==> config.mk <==
export PLATFORM = sky130hd
export DESIGN_NAME = snake_step_ctrl
export DESIGN_NICKNAME = d
export VERILOG_FILES = /design/src/rtl/snake_step_ctrl.sv
export SDC_FILE = /design/constraint.sdc
export NUM_CORES = 1
export LEC_CHECK = 0
export ABC_AREA = 1
export ABC_CLOCK_PERIOD_IN_PS = 6000
export CORE_MARGIN = 3
export CORE_UTILIZATION = 61
export DETAILED_ROUTE_END_ITERATION = 10
export PLACE_DENSITY = 0.86
export SLEW_MARGIN = 40
export SYNTH_ARGS = -nofsm -noshare
export SYNTH_HDL_FRONTEND = slang
export SYNTH_SLANG_ARGS = --single-unit
==> constraint.sdc <==
create_clock -name iCLK -period 6 [get_ports iCLK]
set_clock_uncertainty 0.2 [all_clocks]
set_input_delay 0.9 -clock iCLK [delete_from_list [all_inputs] [get_ports iCLK]]
set_output_delay 0.9 -clock iCLK [all_outputs]
set_load 0.05 [all_outputs]
==> src/rtl/snake_step_ctrl.sv <==
// Snake game step scheduler: counts VGA frames, moves the head one cell every
// FRAMES_PER_STEP frames and detects wall hits. Define SNAKE_WRAP_EN to wrap at the edges instead.
module snake_step_ctrl #(
    parameter int unsigned GRID_W          = 40,
    parameter int unsigned GRID_H          = 30,
    parameter int unsigned FRAMES_PER_STEP = 8,
    parameter int unsigned START_X         = 20,
    parameter int unsigned START_Y         = 15
) (
    input  logic       iCLK,
    input  logic       iRST_N,
    input  logic       iV_SYNC,
    input  logic       iStart,
    input  logic       iDir_Valid,
    input  logic [1:0] iDir,
    output logic [5:0] oHead_X,
    output logic [5:0] oHead_Y,
    output logic       oStep,
    output logic       oDead,
    output logic [1:0] oState
);

    localparam int unsigned CNT_W = 8;
    localparam logic [1:0] D_UP    = 2'b00;
    localparam logic [1:0] D_DOWN  = 2'b01;
    localparam logic [1:0] D_LEFT  = 2'b10;
    localparam logic [1:0] D_RIGHT = 2'b11;

    typedef enum logic [1:0] {
        S_IDLE = 2'b00,
        S_RUN  = 2'b01,
        S_DEAD = 2'b10
    } state_t;

    state_t             r_state, w_state_nxt;
    logic [5:0]         r_head_x, r_head_y, w_head_x_nxt, w_head_y_nxt;
    logic [1:0]         r_cur_dir, r_pend_dir, w_cur_dir_nxt, w_pend_dir_nxt;
    logic [CNT_W-1:0]   r_frame_cnt, w_frame_cnt_nxt;
    logic               r_vs_d;
    logic               r_step, w_step_nxt;
    logic               w_tick;
    logic               w_dir_ok;
    logic signed [6:0]  w_nx, w_ny;
    logic               w_out_x, w_out_y;
`ifdef SNAKE_WRAP_EN
    logic [5:0]         w_wrap_x, w_wrap_y;
`endif

    // End of the active-low sync pulse marks one frame
    assign w_tick   = iV_SYNC & ~r_vs_d;
    // Reversal is rejected only against the direction actually travelled
    assign w_dir_ok = (iDir != (r_cur_dir ^ 2'b01));

    // Candidate next head; signed so that 0-1 stays negative
    always_comb begin
        w_nx = 7'(r_head_x);
        w_ny = 7'(r_head_y);
        case (r_pend_dir)
            D_UP:    w_ny = w_ny - 7'sd1;
            D_DOWN:  w_ny = w_ny + 7'sd1;
            D_LEFT:  w_nx = w_nx - 7'sd1;
            default: w_nx = w_nx + 7'sd1;
        endcase
    end

    assign w_out_x = w_nx[6] | (w_nx[5:0] >= 6'(GRID_W));
    assign w_out_y = w_ny[6] | (w_ny[5:0] >= 6'(GRID_H));

`ifdef SNAKE_WRAP_EN
    assign w_wrap_x = w_nx[6] ? 6'(GRID_W - 1) : (w_out_x ? 6'd0 : w_nx[5:0]);
    assign w_wrap_y = w_ny[6] ? 6'(GRID_H - 1) : (w_out_y ? 6'd0 : w_ny[5:0]);
`endif

    // Next-state and datapath update
    always_comb begin
        w_state_nxt     = r_state;
        w_head_x_nxt    = r_head_x;
        w_head_y_nxt    = r_head_y;
        w_cur_dir_nxt   = r_cur_dir;
        w_pend_dir_nxt  = r_pend_dir;
        w_frame_cnt_nxt = r_frame_cnt;
        w_step_nxt      = 1'b0;

        case (r_state)
            S_IDLE: begin
                w_head_x_nxt    = 6'(START_X);
                w_head_y_nxt    = 6'(START_Y);
                w_cur_dir_nxt   = D_RIGHT;
                w_frame_cnt_nxt = '0;
                if (iDir_Valid && w_dir_ok) w_pend_dir_nxt = iDir;
                if (iStart) w_state_nxt = S_RUN;
            end
            S_RUN: begin
                if (iDir_Valid && w_dir_ok) w_pend_dir_nxt = iDir;
                if (w_tick) begin
                    if (r_frame_cnt == CNT_W'(FRAMES_PER_STEP - 1)) begin
                        w_frame_cnt_nxt = '0;
`ifdef SNAKE_WRAP_EN
                        w_head_x_nxt  = w_wrap_x;
                        w_head_y_nxt  = w_wrap_y;
                        w_cur_dir_nxt = r_pend_dir;
                        w_step_nxt    = 1'b1;
`else
                        if (w_out_x || w_out_y) begin
                            w_state_nxt = S_DEAD;
                        end else begin
                            w_head_x_nxt  = w_nx[5:0];
                            w_head_y_nxt  = w_ny[5:0];
                            w_cur_dir_nxt = r_pend_dir;
                            w_step_nxt    = 1'b1;
                        end
`endif
                    end else begin
                        w_frame_cnt_nxt = r_frame_cnt + CNT_W'(1);
                    end
                end
            end
            S_DEAD: begin
                if (iStart) begin
                    w_state_nxt     = S_IDLE;
                    w_head_x_nxt    = 6'(START_X);
                    w_head_y_nxt    = 6'(START_Y);
                    w_cur_dir_nxt   = D_RIGHT;
                    w_pend_dir_nxt  = D_RIGHT;
                    w_frame_cnt_nxt = '0;
                end
            end
            default: w_state_nxt = S_IDLE;
        endcase
    end

    always_ff @(posedge iCLK or negedge iRST_N) begin
        if (!iRST_N) begin
            r_state     <= S_IDLE;
            r_head_x    <= 6'(START_X);
            r_head_y    <= 6'(START_Y);
            r_cur_dir   <= D_RIGHT;
            r_pend_dir  <= D_RIGHT;
            r_frame_cnt <= '0;
            r_vs_d      <= 1'b0;
            r_step      <= 1'b0;
        end else begin
            r_state     <= w_state_nxt;
            r_head_x    <= w_head_x_nxt;
            r_head_y    <= w_head_y_nxt;
            r_cur_dir   <= w_cur_dir_nxt;
            r_pend_dir  <= w_pend_dir_nxt;
            r_frame_cnt <= w_frame_cnt_nxt;
            r_vs_d      <= iV_SYNC;
            r_step      <= w_step_nxt;
        end
    end

    assign oHead_X = r_head_x;
    assign oHead_Y = r_head_y;
    assign oStep   = r_step;
    assign oDead   = (r_state == S_DEAD);
    assign oState  = r_state;

endmodule

==> out/metrics.csv, run 1 <==
stage,metric,value,unit
drt,drc,0,
cts,cts_resized,0,
layout,fillers,270,
placed_design,gp_congestion,0.924,
setup_path,crit_fanout,20,
cts,htree_levels,1,
cts,tritoncts,built,
global_route,grt_pass1_wl,8170,µm
drt,drt-pass1-iter-count,4,
yosys,postSynthAreaPerCell,6.83,µm²
yosys,synthAdderAreaFrac,5.29,%
yosys,synthXorXnorAreaFrac,2.58,%
yosys,synth_top_family_by_area,simple AND/OR/NAND/NOR gates,
floorplanning,dieArea,4070,µm²
yosys,synth_seq_area_share,35.0,%
sta,hold_violations,0,
layout,antenna_cells,0,
setup_path,crit_arrival,3.38,ns
floorplanning,die_x,63.8,µm
cts,postCtsHoldBufs,0,
cts,clkTransAtPathRegs,0.16,ns
yosys,synthCells,298,
yosys,synth.area.mux_share,0,%
sta,hold_ws,0.298,ns
hold_path,hold_class,flip-flop to flip-flop,
sta,tightest_slew,0.681,ns
layout,fin_nets,334,
global_route,grt.total_usage,24.8,%
drt,drt_first_iter_violations,158,
sta,rsz0062_at_grt,no,
drt,wl,4390,µm
global_route,grt_max_degree,29,
run,drv_cap,0,
yosys,synth_compound_area_share,11.4,%
placed_design,post-dp-hpwl,3330,µm
floorplanning,ioPinCount,23,
cts,cts_setup_buffers,0,
drt,ant_nets,0,
setup_path,cp_cell_sequence,"inv_2, nor2_1, inv_1, ha_1, a21oi_1, or2_2, nand3_1, nand2_1, nand3_1, nand3_1, nor2_2, nand3_1, nand2_1, nand2_1, o21ai_1",
setup_path,slowest_delay,0.64,ns
sta,max-slew-margin-rel,54.4,%
cts,cts-root-buf,clkbuf_4,
floorplanning,start_util,65.1,%
setup_path,crit_top_cell,nand3_1,
sta,finalCritPeriodShare,55.3,%
yosys,synth.distinct_cells,34,
yosys,ys_warn_count,0,
sta,tns,0,ns
yosys,synth_nets,313,
setup_path,start_kind,flip-flop,
setup_path,cp-end-kind,flip-flop,
layout,final_common_cell,nand2_1,
layout,utilization,73.6,%
cts,ctsLongestPathBuffers,2,
sta,min_period,3.32,ns
setup_path,r2r_setup_slack,2.68,ns
layout,area_growth,13.1,%
placed_design,io_buffers,22,
global_route,grt_pass1_vias,1880,
drt,wl_per_cell,12.1,µm
sta,clock.fmax,0.302,GHz
layout,layout_common_cells,"nand2_1 (91), inv_1 (37), nand3_1 (29)",
floorplanning,die_h,63.8,µm
global_route,grt_overflow,0,
setup_path,cp.required,6.07,ns
outcome,status,completed,
setup_path,critPathKind,flip-flop to flip-flop,
drt,dr_total_vias,1972,
floorplanning,core,3130,µm²
yosys,yosys_register_bits,28,
sta,fin_ws,2.68,ns
sta,finalSetupViolations,0,
drt,vias_per_cell,5.45,
layout,drive_above_1_share,7.86,%
setup_path,crit_slowest_cell,dfstp_2,
cts,clock_latency,0.33,ns
cts,clock_sinks,28,
placed_design,pre_cts_slack,2.74,ns
yosys,synth_simple_gate_area_share,35.5,%
floorplanning,rows,20,
global_route,antenna_found_initial,0,
cts,cts_buffers,3,
sta,slew_viol_final,0,
yosys,netlist_area,2040,µm²
-- synth_stat cells --
library cell,n,area (µm²)
a22oi_1,2,15.0
fa_1,1,20.0
nor3b_1,1,7.51
or2_0,1,6.26
a211oi_1,1,7.51
o21bai_1,1,7.51
buf_2,3,15.0
xor2_1,3,26.3
nor3_1,5,25.0
clkinv_1,1,3.75
o21a_1,2,15.0
ha_1,7,87.6
nor2_1,22,82.6
a21oi_1,10,50.1
clkbuf_1,1,3.75
nor4_1,2,12.5
buf_6,3,33.8
inv_1,37,139
dfstp_2,10,263
nand3_1,29,145
dfrtp_1,18,450
nand3_2,1,10.0
a41o_1,1,10.0
o21ai_0,12,60.1
nand2_1,91,342
nand2_2,2,12.5
inv_2,3,11.3
nand2_4,1,11.3
a31oi_1,2,12.5
nor2_2,2,12.5
or2_2,1,6.26
nand4_1,8,50.1
o21ai_1,11,55.1
xnor2_1,3,26.3
-- registers in the layout (all words and copies together) (netlist names) --
| name | flops |
|---|---|
| oHead_Y | 6 |
| r_vs_d | 1 |
| r_pend_dir | 2 |
| oStep | 1 |
| r_cur_dir | 2 |
| oHead_X | 6 |
| r_frame_cnt | 8 |
| oState | 2 |
-- worst paths after layout --
path,cells past startpoint,from,end
setup reg to reg,15,r_pend_dir[0]$_DFFE_PN1P_,oHead_X[4]$_DFFE_PN1P_
setup / recovery,15,r_pend_dir[0]$_DFFE_PN1P_,oHead_X[4]$_DFFE_PN1P_
max in group asynchronous,2,iRST_N,oHead_Y[0]$_DFFE_PN1P_
min in group asynchronous,2,iRST_N,oHead_X[1]$_DFFE_PN0P_
hold reg to reg,2,r_cur_dir[0]$_DFFE_PN1P_,r_cur_dir[0]$_DFFE_PN1P_
hold / removal,2,r_cur_dir[0]$_DFFE_PN1P_,r_cur_dir[0]$_DFFE_PN1P_
-- metrics by stage --
| stage | std cells | cell area [µm²] |
|---|---|---|
| 6_report | 362 | 2300 |
| 3_5_place_dp | 358 | 2270 |
| 5_1_grt | 362 | 2300 |
| 2_1_floorplan | 298 | 2040 |
| 4_1_cts | 362 | 2300 |
| 3_3_place_gp | 358 | 2270 |
-- cell families (layout without fill, tap and decap cells) --
kind of cell | after synthesis | in the layout
adders and majority gates | 8 | 8
and+or+nand+nor | 166 | 166
AOI/OAI and AO/OA | 42 | 42
xor gates and xnor gates | 6 | 6
DFF | 28 | 28
buffers and inverters | 48 | 68
-- critical path, delay by kind of cell (launching register included) --
family          cells  cell delay [ns]
simple gates       10             1.54
flops               1             0.64
fa+ha+maj           1             0.39
buf+inv             2             0.25
compound gates      2             0.22
-- layout make-up --
cell class              count  area, µm²  share of cell area (%)
well taps                  44       55.1                    2.39
flip-flops and latches     28        713                    31.0
inverters                  41        154                    6.68
multi-input cells         222       1120                    48.5
clock buffers               4       36.3                    1.58
repair buffers             23        228                    9.89
-- per-layer routing --
layer  GRT usage (%)  share of wire [%]  up-vias
li1                -                  -     1010
met1            36.3                 48      896
met2            39.9                 45       59
met3            1.58                5.4        7
met4            6.74                1.5        0
met5               0                  0        -
Power of run 1 is not shown: default switching activity piles up to over one toggle a cycle in this logic, so the estimate is an artifact.
==> inputs of run 2 (changes only) <==
--- a/config.mk
+++ b/config.mk
@@ -6,11 +6,11 @@
 export NUM_CORES = 1
 export LEC_CHECK = 0
 export ABC_AREA = 1
-export ABC_CLOCK_PERIOD_IN_PS = 6000
+export ABC_CLOCK_PERIOD_IN_PS = 2800
 export CORE_MARGIN = 3
-export CORE_UTILIZATION = 61
+export CORE_UTILIZATION = 51
 export DETAILED_ROUTE_END_ITERATION = 10
-export PLACE_DENSITY = 0.86
+export PLACE_DENSITY = 0.76
 export SLEW_MARGIN = 40
 export SYNTH_ARGS = -nofsm -noshare
 export SYNTH_HDL_FRONTEND = slang
==> constraint.sdc (replaced) <==
create_clock -name iCLK -period 2.8 [get_ports iCLK]
set_clock_uncertainty 0.2 [all_clocks]
set_input_delay 0.42 -clock iCLK [delete_from_list [all_inputs] [get_ports iCLK]]
set_output_delay 0.42 -clock iCLK [all_outputs]
set_load 0.05 [all_outputs]
==> run 2 against run 1 <==
Effect of this change:
- setup slack got worse by 2.6 ns
- critical endpoint is now oHead_Y[0]$_DFFE_PN1P_
- routed wire length rose by 8.6%
- sequential share of layout area fell by 3.4 points
- critical path type unchanged
- utilization fell by 4.5 points
- maximum frequency rose by 22%
- count of clock-buffer cells in the layout fell by 1
- via count rose by 2.1%
- cell area rose by 12%
- critical path depth rose by 2
- first-iteration DRC count fell by 3.8%
- non-clock buffer count rose by 16
==> out/metrics.csv, run 2 (synthesized netlist as in run 1, its figures left out) <==
stage,metric,value,unit
drt,drt-pass1-iter-count,5,
setup_path,crit_top_cell,nand2_1,
hold_path,hold_path_end,r_cur_dir[0]$_DFFE_PN1P_,
layout,largest_reg_flops,8,
floorplanning,ioPinCount,23,
layout,fillers,330,
floorplanning,die_x,69.2,µm
setup_path,rr_endpoint,oHead_Y[0]$_DFFE_PN1P_,
sta,min_period,2.73,ns
drt,drc,0,
hold_path,hold_depth,2,
setup_path,crit_start,r_pend_dir[1]$_DFFE_PN1P_,
sta,tightest_slew,0.504,ns
cts,clock_sinks,28,
cts,clock_latency,0.27,ns
cts,htree_levels,1,
global_route,grt_overflow,0,
placed_design,io_buffers,22,
cts,cts_buffers,3,
cts,tritoncts,built,
setup_path,crit_arrival,2.74,ns
layout,antenna_cells,0,
setup_path,r2r_setup_slack,0.07,ns
hold_path,min_from,r_cur_dir[0]$_DFFE_PN1P_,
cts,postCtsHoldBufs,0,
floorplanning,core,3740,µm²
cts,ctsLongestPathBuffers,2,
layout,top_register,r_frame_cnt,
sta,clock.fmax,0.367,GHz
setup_path,crit_cells,17,
cts,cts-root-buf,clkbuf_8,
setup_path,reg2reg_from,r_pend_dir[1]$_DFFE_PN1P_,
outcome,status,completed,
setup_path,start_kind,flip-flop,
setup_path,cp_cell_sequence,"nor2_4, buf_4, fa_1, inv_1, nand3_1, nand2_1, nand2_1, nand2_1, o21ai_1, nand2_1, nand3_1, nor2_2, nand3_2, nand2_4, clkbuf_16, o21ai_1, nand2_1",
drt,vias_per_cell,5.27,
sta,fin_ws,0.0744,ns
floorplanning,die_h,69.2,µm
run,drv_cap,0,
placed_design,pre_cts_slack,0.0400,ns
floorplanning,start_util,54.4,%
setup_path,worstRegToRegCells,17,
setup_path,cp_top_family,simple AND/OR/NAND/NOR gates,
layout,design_area,2590,µm²
drt,wl_per_cell,12.5,µm
global_route,grt_pass1_wl,7770,µm
layout,fin_nets,350,
hold_path,hold_class,flip-flop to flip-flop,
placed_design,gp_congestion,0.897,
sta,max-slew-margin-rel,66.3,%
placed_design,placed_cell_area,2370,µm²
floorplanning,rows,22,
global_route,antenna_found_initial,0,
layout,area_growth,27.1,%
drt,ant_nets,0,
sta,finalCritPeriodShare,97.3,%
drt,wl,4770,µm
setup_path,critPathKind,flip-flop to flip-flop,
sta,slew_viol_final,0,
floorplanning,dieArea,4790,µm²
setup_path,slowest_delay,0.60,ns
cts,clkTransAtPathRegs,0.09,ns
setup_path,crit_slowest_cell,dfstp_2,
drt,drt_first_iter_violations,152,
layout,final_common_cell,nand2_1,
global_route,grt.total_usage,19.1,%
global_route,grt_max_degree,29,
global_route,grt_pass1_vias,1751,
placed_design,post-dp-hpwl,3500,µm
setup_path,crit_fanout,10,
layout,drive_above_1_share,15.6,%
layout,layout_common_cells,"nand2_1 (88), inv_1 (36), nand3_1 (27)",
setup_path,crit_buf_inv,3,
setup_path,cp.required,2.82,ns
sta,finalSetupViolations,0,
setup_path,cp-end-kind,flip-flop,
drt,dr_total_vias,2013,
sta,hold_violations,0,
-- run 2: changes by cell type in the layout (fill, tap and decap cells not counted), sizes merged --
cell | previous run | this run
buf | 1 | 16
bufinv | 0 | 1
-- run 2: cell type report --
class | instances | area, µm² | area share (%)
clock buffer | 3 | 41.3 | 1.60
clock inverter | 1 | 30.0 | 1.16
inverter | 41 | 156 | 6.04
multi-input combinational | 222 | 1200 | 46.2
sequential | 28 | 713 | 27.6
tap | 48 | 60.1 | 2.32
timing repair buffer | 39 | 390 | 15.1
-- run 2: metal layers --
layer  track usage [%]  wire [µm]  vias to the layer above
met5                 0          0                        -
met4              3.25         13                        0
met3              1.88        215                        2
met2              30.5       2350                       40
met1              28.3       2190                      923
li1                  -          -                     1048
-- run 2: worst max-delay path by stage --
stage / endpoint
2_1_floorplan: oHead_X[1]$_DFFE_PN0P_
3_3_place_gp: oHead_X[0]$_DFFE_PN0P_
3_5_place_dp: oHead_X[0]$_DFFE_PN0P_
4_1_cts: oHead_X[2]$_DFFE_PN1P_
5_1_grt: oHead_Y[0]$_DFFE_PN1P_
6_report: oHead_Y[0]$_DFFE_PN1P_
-- run 2: through the flow --
step                utilization, %  std cells  hold WS, ns  TNS [ns]
floorplan                        -        298      -0.0756         0
global placement              63.3        372        0.269         0
detailed placement            63.3        372        0.270         0
CTS                           65.2        376        0.286         0
global route                  69.1        382        0.307    -0.726
finish                        69.1        382        0.285         0
-- run 2: worst reg2reg max path, stage by stage, from the launching register on --
cell	delay, ns
dfstp_2	0.60
nor2_4	0.06
buf_4	0.13
fa_1	0.39
inv_1	0.10
nand3_1	0.07
nand2_1	0.09
nand2_1	0.06
nand2_1	0.06
o21ai_1	0.08
nand2_1	0.09
nand3_1	0.08
nor2_2	0.15
nand3_2	0.12
nand2_4	0.11
clkbuf_16	0.16
o21ai_1	0.06
nand2_1	0.08
-- run 2: timing repair --
action / CTS / global route
setup endpoints to repair: 0 / 17
gates resized for setup: 0 / 18
setup buffers: 0 / 5
Power of run 2 is left out for the same reason.
